$ cat config.mk
export PLATFORM = sky130hd
export DESIGN_NAME = systolic_mmu_nxn
export DESIGN_NICKNAME = d
export VERILOG_FILES = /design/src/rtl/tpu_pkg.sv /design/src/rtl/mac_pe.sv /design/src/rtl/systolic_mmu_nxn.sv
export SDC_FILE = /design/constraint.sdc
export NUM_CORES = 1
export LEC_CHECK = 0
export CORE_MARGIN = 2
export CORE_UTILIZATION = 55
export DETAILED_ROUTE_END_ITERATION = 16
export GPL_ROUTABILITY_DRIVEN = 0
export PLACE_DENSITY = 0.81
export RECOVER_POWER = 25
export SLEW_MARGIN = 20
export SYNTH_ARGS = -nofsm -noshare
export SYNTH_HDL_FRONTEND = slang
export SYNTH_SLANG_ARGS = --single-unit
$ cat constraint.sdc
create_clock -name clk -period 7.4 [get_ports clk]
set_input_delay 1.48 -clock clk [delete_from_list [all_inputs] [get_ports clk]]
set_output_delay 1.48 -clock clk [all_outputs]
set_load 0.005 [all_outputs]
$ cat src/rtl/tpu_pkg.sv
// Shared types and helpers for the N x N systolic matrix unit.
// Contents:
//   state_t    - sequencer states (LOAD, COMPUTE, OUTPUT)
//   acc_width  - accumulator width for an N-deep signed dot product
//   cnt_width  - width of the byte/cycle/result counters for a given N
//   sat_relu   - optional ReLU followed by saturation to a signed OW-bit range
package tpu_pkg;

    typedef enum logic [1:0] {
        LOAD    = 2'd0,
        COMPUTE = 2'd1,
        OUTPUT  = 2'd2
    } state_t;

    localparam int N_MAX     = 4;
    localparam int CNT_W_MAX = $clog2(2 * N_MAX * N_MAX);

    // The worst-case product magnitude needs 2*DW bits; summing N of them
    // adds clog2(N) bits, so the accumulator can never wrap.
    function automatic int acc_width(input int n, input int dw);
        return 2 * dw + $clog2(n);
    endfunction

    // The counters index the 2*N*N operand bytes, which is the largest
    // range any of them has to cover.
    function automatic int cnt_width(input int n);
        return $clog2(2 * n * n);
    endfunction

    function automatic longint sat_relu(input longint v, input logic relu_en, input int ow);
        longint hi;
        longint lo;
        longint r;
        hi = (longint'(1) <<< (ow - 1)) - 1;
        lo = -hi - 1;
        r  = (relu_en && v < 0) ? 0 : v;
        if (r > hi) r = hi;
        if (r < lo) r = lo;
        return r;
    endfunction

endpackage

$ cat src/rtl/mac_pe.sv
// One processing element of the systolic grid.
// Ports:
//   clk, rst     - clock, asynchronous active-high reset
//   clr          - synchronous clear of accumulator and pass-through registers
//   en           - accumulate a_in*b_in and capture operands for forwarding
//   a_in, b_in   - signed operands from the left / top neighbour
//   a_out, b_out - registered operands towards the right / bottom neighbour
//   acc          - signed running sum
module mac_pe
    import tpu_pkg::*;
#(
    parameter int DW    = 8,
    parameter int ACC_W = 17
) (
    input  logic                    clk,
    input  logic                    rst,
    input  logic                    clr,
    input  logic                    en,
    input  logic signed [DW-1:0]    a_in,
    input  logic signed [DW-1:0]    b_in,
    output logic signed [DW-1:0]    a_out,
    output logic signed [DW-1:0]    b_out,
    output logic signed [ACC_W-1:0] acc
);

    localparam int PW = 2 * DW;

    logic signed [PW-1:0] prod;

    assign prod = PW'(a_in) * PW'(b_in);

    always_ff @(posedge clk or posedge rst) begin
        if (rst) begin
            acc   <= '0;
            a_out <= '0;
            b_out <= '0;
        end else if (clr) begin
            acc   <= '0;
            a_out <= '0;
            b_out <= '0;
        end else if (en) begin
            acc   <= acc + {{(ACC_W-PW){prod[PW-1]}}, prod};
            a_out <= a_in;
            b_out <= b_in;
        end
    end

endmodule

$ cat src/rtl/systolic_mmu_nxn.sv
// N x N signed systolic matrix unit with a byte-serial host interface.
// Loads W then A (row-major, 2*N*N bytes), computes C = A*W or A*W^T on an
// output-stationary PE grid, then streams N*N saturated result bytes.
// Ports:
//   clk, rst              - clock, asynchronous active-high reset
//   in_valid/in_data      - operand byte stream, accepted while in_ready
//   in_ready              - high while loading
//   transpose, relu       - pass options, captured with the final operand byte
//   out_valid/out_data    - result stream, row-major, held while out_ready=0
//   out_ready             - consumer accepts result
//   busy                  - high during compute and output
//   done                  - one-cycle pulse after the last result is accepted
//
// state   | meaning
// LOAD    | accepting operand bytes into the store
// COMPUTE | cycle 0 clears PEs, cycles 1..3N-2 stream skewed operands
// OUTPUT  | presenting results C[0][0]..C[N-1][N-1]
module systolic_mmu_nxn
    import tpu_pkg::*;
#(
    parameter int N  = 2,
    parameter int DW = 8,
    parameter int OW = 8
) (
    input  logic          clk,
    input  logic          rst,
    input  logic          in_valid,
    input  logic [DW-1:0] in_data,
    output logic          in_ready,
    input  logic          transpose,
    input  logic          relu,
    output logic          out_valid,
    output logic [OW-1:0] out_data,
    input  logic          out_ready,
    output logic          busy,
    output logic          done
);

    localparam int ACC_W = acc_width(N, DW);
    localparam int NN    = N * N;
    localparam int CW    = cnt_width(N);

    state_t           state_q, state_d;
    logic [CW-1:0]    load_cnt, cc, out_idx;
    logic             trans_q, relu_q, done_q;
    logic             in_acc, out_acc, load_last, cc_last, out_last;
    logic             pe_clr, pe_en;
    logic             unused_edge;

    logic signed [DW-1:0]    w_mem  [NN];
    logic signed [DW-1:0]    a_mem  [NN];
    logic signed [DW-1:0]    a_left [N];
    logic signed [DW-1:0]    b_top  [N];
    logic signed [DW-1:0]    a_pass [N][N];
    logic signed [DW-1:0]    b_pass [N][N];
    logic signed [ACC_W-1:0] acc_arr[NN];
    logic signed [ACC_W-1:0] acc_sel;

    assign in_acc    = in_valid && in_ready;
    assign out_acc   = out_valid && out_ready;
    assign load_last = (load_cnt == CW'(2 * NN - 1));
    assign cc_last   = (cc == CW'(3 * N - 2));
    assign out_last  = (out_idx == CW'(NN - 1));
    assign pe_clr    = (state_q == COMPUTE) && (cc == '0);
    assign pe_en     = (state_q == COMPUTE) && (cc != '0);

    always_ff @(posedge clk or posedge rst) begin
        if (rst) state_q <= LOAD;
        else     state_q <= state_d;
    end

    always_comb begin
        state_d = state_q;
        case (state_q)
            LOAD:    if (in_acc && load_last) state_d = COMPUTE;
            COMPUTE: if (cc_last)             state_d = OUTPUT;
            OUTPUT:  if (out_acc && out_last) state_d = LOAD;
            default:                          state_d = LOAD;
        endcase
    end

    always_comb begin
        in_ready  = (state_q == LOAD);
        out_valid = (state_q == OUTPUT);
        busy      = (state_q == COMPUTE) || (state_q == OUTPUT);
        done      = done_q;
        out_data  = '0;
        if (state_q == OUTPUT) out_data = OW'(sat_relu(longint'(acc_sel), relu_q, OW));
    end

    always_ff @(posedge clk or posedge rst) begin
        if (rst) begin
            load_cnt <= '0;
            cc       <= '0;
            out_idx  <= '0;
            trans_q  <= 1'b0;
            relu_q   <= 1'b0;
            done_q   <= 1'b0;
        end else begin
            if (in_acc) load_cnt <= load_last ? '0 : load_cnt + CW'(1);
            if (state_q == COMPUTE) cc <= cc_last ? '0 : cc + CW'(1);
            else                    cc <= '0;
            if (out_acc) out_idx <= out_last ? '0 : out_idx + CW'(1);
            if (in_acc && load_last) begin
                trans_q <= transpose;
                relu_q  <= relu;
            end
            done_q <= out_acc && out_last;
        end
    end

    // Operand store: bytes 0..NN-1 go to W, NN..2NN-1 go to A.
    always_ff @(posedge clk or posedge rst) begin
        if (rst) begin
            for (int k = 0; k < NN; k++) begin
                w_mem[k] <= '0;
                a_mem[k] <= '0;
            end
        end else if (in_acc) begin
            for (int k = 0; k < NN; k++) begin
                if (load_cnt == CW'(k))      w_mem[k] <= in_data;
                if (load_cnt == CW'(NN + k)) a_mem[k] <= in_data;
            end
        end
    end

    // Skewed edge feed: element s of row/column i enters at compute cycle 1+i+s.
    always_comb begin
        for (int i = 0; i < N; i++) begin
            a_left[i] = '0;
            b_top[i]  = '0;
            for (int s = 0; s < N; s++) begin
                if (cc == CW'(1 + i + s)) begin
                    a_left[i] = a_mem[i*N + s];
                    b_top[i]  = trans_q ? w_mem[i*N + s] : w_mem[s*N + i];
                end
            end
        end
    end

    for (genvar i = 0; i < N; i++) begin : g_row
        for (genvar j = 0; j < N; j++) begin : g_col
            logic signed [DW-1:0] a_in, b_in;
            if (j == 0) begin : g_al
                assign a_in = a_left[i];
            end else begin : g_ap
                assign a_in = a_pass[i][j-1];
            end
            if (i == 0) begin : g_bt
                assign b_in = b_top[j];
            end else begin : g_bp
                assign b_in = b_pass[i-1][j];
            end
            mac_pe #(.DW(DW), .ACC_W(ACC_W)) u_pe (
                .clk   (clk),
                .rst   (rst),
                .clr   (pe_clr),
                .en    (pe_en),
                .a_in  (a_in),
                .b_in  (b_in),
                .a_out (a_pass[i][j]),
                .b_out (b_pass[i][j]),
                .acc   (acc_arr[i*N + j])
            );
        end
    end

    // Operands leaving the right and bottom edges of the grid are dropped.
    always_comb begin
        unused_edge = 1'b0;
        for (int i = 0; i < N; i++) begin
            unused_edge = unused_edge ^ (^a_pass[i][N-1]) ^ (^b_pass[N-1][i]);
        end
    end

    always_comb begin
        acc_sel = '0;
        for (int k = 0; k < NN; k++) begin
            if (out_idx == CW'(k)) acc_sel = acc_arr[k];
        end
    end

endmodule
[After elaboration in Yosys (flattened, before gate mapping)]
Cells that the tools add are included.
Word-level totals
  RAM bits: 0
  bits of input ports: 14
  latch bits: 0
  bits in read-only memories: 0
  memories kept: 0
  logic and storage cells: 122
  register bits after elaboration: 178
Operators by class
  add/subtract/negate cells: 7
  $lt $le $gt $ge: 3
  multiplexer cells: 43
  shifts and indexed selects: 0
  bitwise gates (word level): 0
  divide/modulo/power cells: 0
  equality and inequality tests: 19
  multiply operators: 4
  reductions and logical operators: 23
Operator list (number)
  17-bit two-way mux: 12
  64-bit two-way mux: 3
  8-bit two-way mux: 20
  17-bit adder: 4
  64-bit by 8-bit greater-than comparator with 1-bit output, second input constant: 1
  64-bit by 8-bit less-than comparator with 1-bit output, second input constant: 1
  8-bit by 8-bit multiplier with 16-bit output: 4
  3-bit by 2-bit equality test with 1-bit output, second input constant: 6
  17-bit by 1-bit less-than comparator with 1-bit output, second input constant: 1
  2-bit AND reduction: 8
  3-bit equality test, second input constant: 5
  3-bit two-way mux: 4
  3-bit by 1-bit adder with 3-bit output, second input constant: 3
  3-bit by 1-bit equality test with 1-bit output, second input constant: 3
  3-bit zero test: 3
  1-bit logical AND: 7
  2-bit two-way mux: 3
  2-bit one-hot mux with 3 select lines: 1
  2-bit by 1-bit inequality test with 1-bit output, second input constant: 2
  3-bit AND reduction: 1
  3-bit nonzero test: 1
  2-bit by 1-bit equality test with 1-bit output, second input constant: 1
  2-bit equality test, second input constant: 1
  2-bit zero test: 1
  3 further kinds: 3

[Depth between registers and ports, before layout]
  depth after elaboration: 14
  mapped depth: 34
  gate-level depth less buffers: 33

[By module]
Synthesis repeated with hierarchy kept, for this count alone.
Unflattened totals
  cell total of the unflattened synthesis: 2416
  area total of the unflattened synthesis: 22888.2 um^2
By module, submodules not included
  mac_pe (g_row[0].g_col[0].u_pe): area each 4640.7 um^2, cells an instance 504, sequential area each 825.8 um^2, instances 1
  mac_pe (g_row[1].g_col[1].u_pe): area each 4635.7 um^2, cells an instance 504, sequential area each 825.8 um^2, instances 1
  mac_pe (g_row[0].g_col[1].u_pe): area each 4550.6 um^2, cells an instance 490, sequential area each 825.8 um^2, instances 1
  mac_pe (g_row[1].g_col[0].u_pe): area each 4545.6 um^2, cells an instance 494, sequential area each 825.8 um^2, instances 1
  systolic_mmu_nxn: area each 4515.6 um^2, cells an instance 424, sequential area each 1951.9 um^2, instances 1

[Least setup slack after synthesis]
Ideal clock, no wire load.
  path kind: register -> register
  from: reg cc[0]
  to: reg g_row[0].g_col[0].u_pe.acc[16]
  required time: 7327 ps
  cell stages (with the launch flop): 30
  arrival: 6896 ps
  clock period less this slack: 6969 ps
  library setup time: 73 ps
  slack: 431 ps
  cells stage by stage: dfrtp_1 inv_1 ha_1 nor3b_1 clkbuf_1 a21oi_1 or2_2 fa_1 fa_1 inv_1 fa_1 inv_1 fa_1 inv_1 ha_1 a21oi_1 o21bai_1 a21oi_1 o21bai_1 a21oi_1 xnor2_1 ha_1 a21o_1 a21oi_1 nand2_1 o21ai_0 o21ai_0 xor2_1 o211ai_1 nor2b_1
Between the ends
  longest elaborated chain between the ends: 7
  elaborated cells on any way between the ends: 15
  those cells by class: add/sub: 1; mul: 1; eq/ne: 2; mux: 6; reduce/logical: 5
Ends and longest elaborated chain
  start, declared: RTL line systolic_mmu_nxn.sv:44  | logic [CW-1:0] load_cnt, cc, out_idx;
  start signal, assigned: RTL line systolic_mmu_nxn.sv:101  | if (state_q == COMPUTE) cc <= cc_last ? '0 : cc + CW'(1);
  3-bit by 1-bit equality test with 1-bit output: RTL line systolic_mmu_nxn.sv:133  | if (cc == CW'(1 + i + s)) begin
  8-bit two-way mux (2 in a row): RTL line systolic_mmu_nxn.sv:133
  8-bit by 8-bit multiplier with 16-bit output: RTL line mac_pe.sv:30  | assign prod = PW'(a_in) * PW'(b_in);
  17-bit adder: RTL line mac_pe.sv:42  | acc <= acc + {{(ACC_W-PW){prod[PW-1]}}, prod};
  17-bit two-way mux: RTL line mac_pe.sv:41  | end else if (en) begin
  17-bit two-way mux: RTL line mac_pe.sv:37  | end else if (clr) begin
  end signal, assigned: RTL line mac_pe.sv:42
  end, declared: RTL line mac_pe.sv:23  | output logic signed [ACC_W-1:0] acc
Parallel ways exist; a longest one is shown, timed or not. The select of a mux whose other input is x is not followed.
A chain may end at the register's enable or synchronous reset.

[Final worst setup path]
  from: reg cc[2]
  to: reg g_row[1].g_col[0].u_pe.acc[16]
Between the ends
  longest elaborated chain between the ends: 7
  elaborated cells on any way between the ends: 13
  those cells by class: add/sub: 1; mul: 1; eq/ne: 2; mux: 4; reduce/logical: 5
Ends and longest elaborated chain (RTL line)
  3-bit by 2-bit equality test with 1-bit output: systolic_mmu_nxn.sv:133
  8-bit two-way mux (2 in a row): systolic_mmu_nxn.sv:133
  8-bit by 8-bit multiplier with 16-bit output: mac_pe.sv:30
  17-bit adder: mac_pe.sv:42
  17-bit two-way mux: mac_pe.sv:41
  17-bit two-way mux: mac_pe.sv:37
  end signal, assigned: mac_pe.sv:42
  end, declared: mac_pe.sv:23
Parallel ways exist; a longest one is shown, timed or not. The select of a mux whose other input is x is not followed.

==> metrics.txt <==
worst-path maximum fanout 16; Die X roughly 200 um; Final Cycle Share a little over nine tenths; Max Slew Vio Count 194; via count ~15000; n_diodes 0; Ports 26; Setup TNS Final 0 ns; largest net degree at the start of global routing roughly 120; Site Rows 70; worst skew pair latency about 0.45 ns; Final Util between 60% and 70%; initial antenna violation count 0; Final Non-Filler Cells 2678; number of global-route vias before repair about 16000; area grow syn2layout 8.53%; r2r startpoint cc[2]$_DFF_PP0_; Worst Tran Pin Value roughly 4.4 ns; CP Data Required Time ~7.7 ns; Worst-path clk slew roughly 0.07 ns; initial core utilization a little under three fifths; Peak Freq about 0.14 GHz; number of vias per cell 5.72; hold buffers post-CTS 0; Reg power frac between 20 and 30%; MaxCap Viol Count 2; DIE AREA 38200 um2; clk buf depth 2; grt total ovfl 0; DP Wirelength around 38000 um; Avg Inst Size Synth about 9.3 um2; Psw 2600 uW; clock root cell clkbuf_16; YS warnings 0; Tmin final about 7.0 ns; Avg WL per Cell ~18 um; most frequent cells in the layout inv_1 (403), fa_1 (224), ha_1 (197), nor2_1 (193), dfrtp_1 (177); syn nets between 2000 and 3000; status finished, violations left; Area after DPL 21100 um2; cells after synthesis around 2200; synth top area cells fa_1 (22%), dfrtp_1 (22%), ha_1 (12%); CTS tree yes; leakage power 0.0110 uW; CP Class flip-flop to flip-flop; failing checks capacitance limit, slew limit; die height approximately 200 um; drt pass-1 iters 5; nets about 2600; Routed Antenna Nets 0; design area between 20000 and 25000 um2; layout cells sized above 1 8.46%; Async SR Flop Fraction 100%; area leader, netlist fa_1; slowest stage delay, CP slightly below 0.6 ns; register bit total from synthesis around 180; worst hold path class flip-flop to flip-flop; leading cell type in the layout, fill and taps excluded inv_1; Yosys cell types 58; # DRC 0; RSZ-0062 raised after global routing true; Place WS between 0.15 and 0.2 ns; Layout Skew around 0.012 ns; reg-to-reg slack, setup between 0.3 and 0.4 ns; Tot GR Track Use about a quarter; drt initial violations between 900 and 1000; DP Cell Count around 2600; clk sinks 178; VDD IR-drop max between 0.0002 and 0.00025 V; ys flop type dfrtp_1; register area roughly 4500 um2; area of the multi-input gates 14100 um2; number of flops mapped to enable cells by yosys 0; cell area after synthesis a little over 20000 um2; Yosys top cell area share between 20 and 25%; fillcell total between 2000 and 3000; Final Hold Fails 0; critical path's most frequent cell inv_1; Worst Setup SP cc[2]$_DFF_PP0_; global-route wire length before repair 80800 um; register area share after synthesis 22.1%; worst path arrival time approximately 7.4 ns; slowest cell on the critical path fa_1; Clk pwr share between 15 and 20%; Core ar. about 36000 um2; Rel. slew slack -196%; H-tree levels 4; Port Buf Inserts 25; internal power 3070 uW; TritonCTS Buffers 17; final setup margin around 0.36 ns; switching power share of the total 45.9%; final-report setup violation count 0; Worst setup EP type flip-flop; Combinational Power Share 54.2%; CP Launch Type flip-flop; PwrDens around 260 nW/um2; Post-Route WL slightly below 50000 um; worst hold start a_mem[23]$_DFFE_PP0P_
critical path: cells and delay by family, from the launching register on:
family | cells | cell delay, ns
fa+ha+maj | 7 | 2.96
simple gates | 5 | 0.85
buf+inv | 8 | 1.11
compound gates | 7 | 1.29
flops | 1 | 0.46
xor+xnor | 2 | 0.27
synthesized netlist by cell type, drive strengths merged, types with 4 or more instances:
| master | count |
|---|---|
| inv | 402 |
| fa | 224 |
| ha | 198 |
| nor2 | 193 |
| dfrtp | 178 |
| a21oi | 119 |
| nand2 | 104 |
| xnor2 | 95 |
| and2 | 87 |
| mux2 | 70 |
| o21ai | 69 |
| a22o | 53 |
| clkbuf | 39 |
| nand2b | 36 |
| a21o | 27 |
| nor2b | 22 |
| xor2 | 19 |
| mux2i | 18 |
| o2bb2ai | 17 |
| o21bai | 16 |
| a22oi | 15 |
| a31oi | 15 |
| o22ai | 15 |
| o21a | 14 |
| nand3 | 11 |
| or2 | 11 |
| a211oi | 10 |
| buf | 10 |
| nor3 | 10 |
| a32o | 5 |
| nand4 | 5 |
| o31ai | 5 |
| o41ai | 5 |
| nor4 | 4 |
| or3 | 4 |
state kept, by name (all words and copies together) (netlist names), 2 cells and up:
signal	flops
cc	3
w_mem	32
out_idx	3
state_q	2
load_cnt	3
g_row.g_col.u_pe.b_out	16
g_row.g_col.u_pe.a_out	16
g_row.g_col.u_pe.acc	68
a_mem	32
worst paths after layout:
check | cells after the start | to
min in group asynchronous | 2 | w_mem[20]$_DFFE_PP0P_
worst min register to register | 1 | a_mem[23]$_DFFE_PP0P_
worst min-delay path | 1 | a_mem[23]$_DFFE_PP0P_
worst max-delay path | 29 | g_row[1].g_col[0].u_pe.acc[16]$_DFFE_PP0P_
max in group asynchronous | 2 | trans_q$_DFFE_PP0P_
worst max register to register | 29 | g_row[1].g_col[0].u_pe.acc[16]$_DFFE_PP0P_
stage by stage:
| step | power, uW | hold WS, ns |
|---|---|---|
| final | 5670 | 0.509 |
| after global placement | 4470 | 0.473 |
| after floorplan | 3750 | 0.460 |
| after detailed placement | 4630 | 0.494 |
| after CTS | 5590 | 0.511 |
| after global routing | 6070 | 0.528 |
timing repair:
item,CTS,global route
buffers inserted,0,3
resized for setup,0,20
endpoints found under the setup margin,0,5
kinds of logic (layout without fill, tap and decap cells):
logic type | after synthesis | in the layout | share of synthesized area, %
AND/OR/NAND/NOR | 495 | 495 | 11.6
buffers and inverters | 454 | 509 | 8.50
adder cells (fa/ha/maj) | 422 | 422 | 34.6
AO/OA/AOI/OAI | 404 | 404 | 13.4
flip-flops | 178 | 178 | 22.1
XOR/XNOR | 114 | 114 | 5.03
multiplexers | 88 | 88 | 4.81
layer usage:
metal  wire length [um]  up-vias  share of wire [%]  GRT usage [%]
met4               1650        0                3.4           9.47
li1                   -     7077                  -              -
met3               2660      108                5.5           4.30
met2              24000      486                 50           46.2
met1              19800     7640                 41           33.3
met5                  0        -                  0              0
cell type report:
type                       instances  area share, %
multi-input combinational       1523           64.4
sequential                       178           20.4
timing repair buffer              72           2.82
inverter                         405           6.96
clock buffer                      19           2.03
clock inverter                    13          0.767
tap                              468           2.68
power by group through the flow:
stage	clock, uW	combinational [uW]	sequential, uW
floorplan	0	2270	1480
global route	1000	3400	1670
detailed placement	0	3000	1630
global placement	0	2860	1610
finish	957	3070	1640
CTS	959	3020	1620
Power figures use the tool's default switching activity.
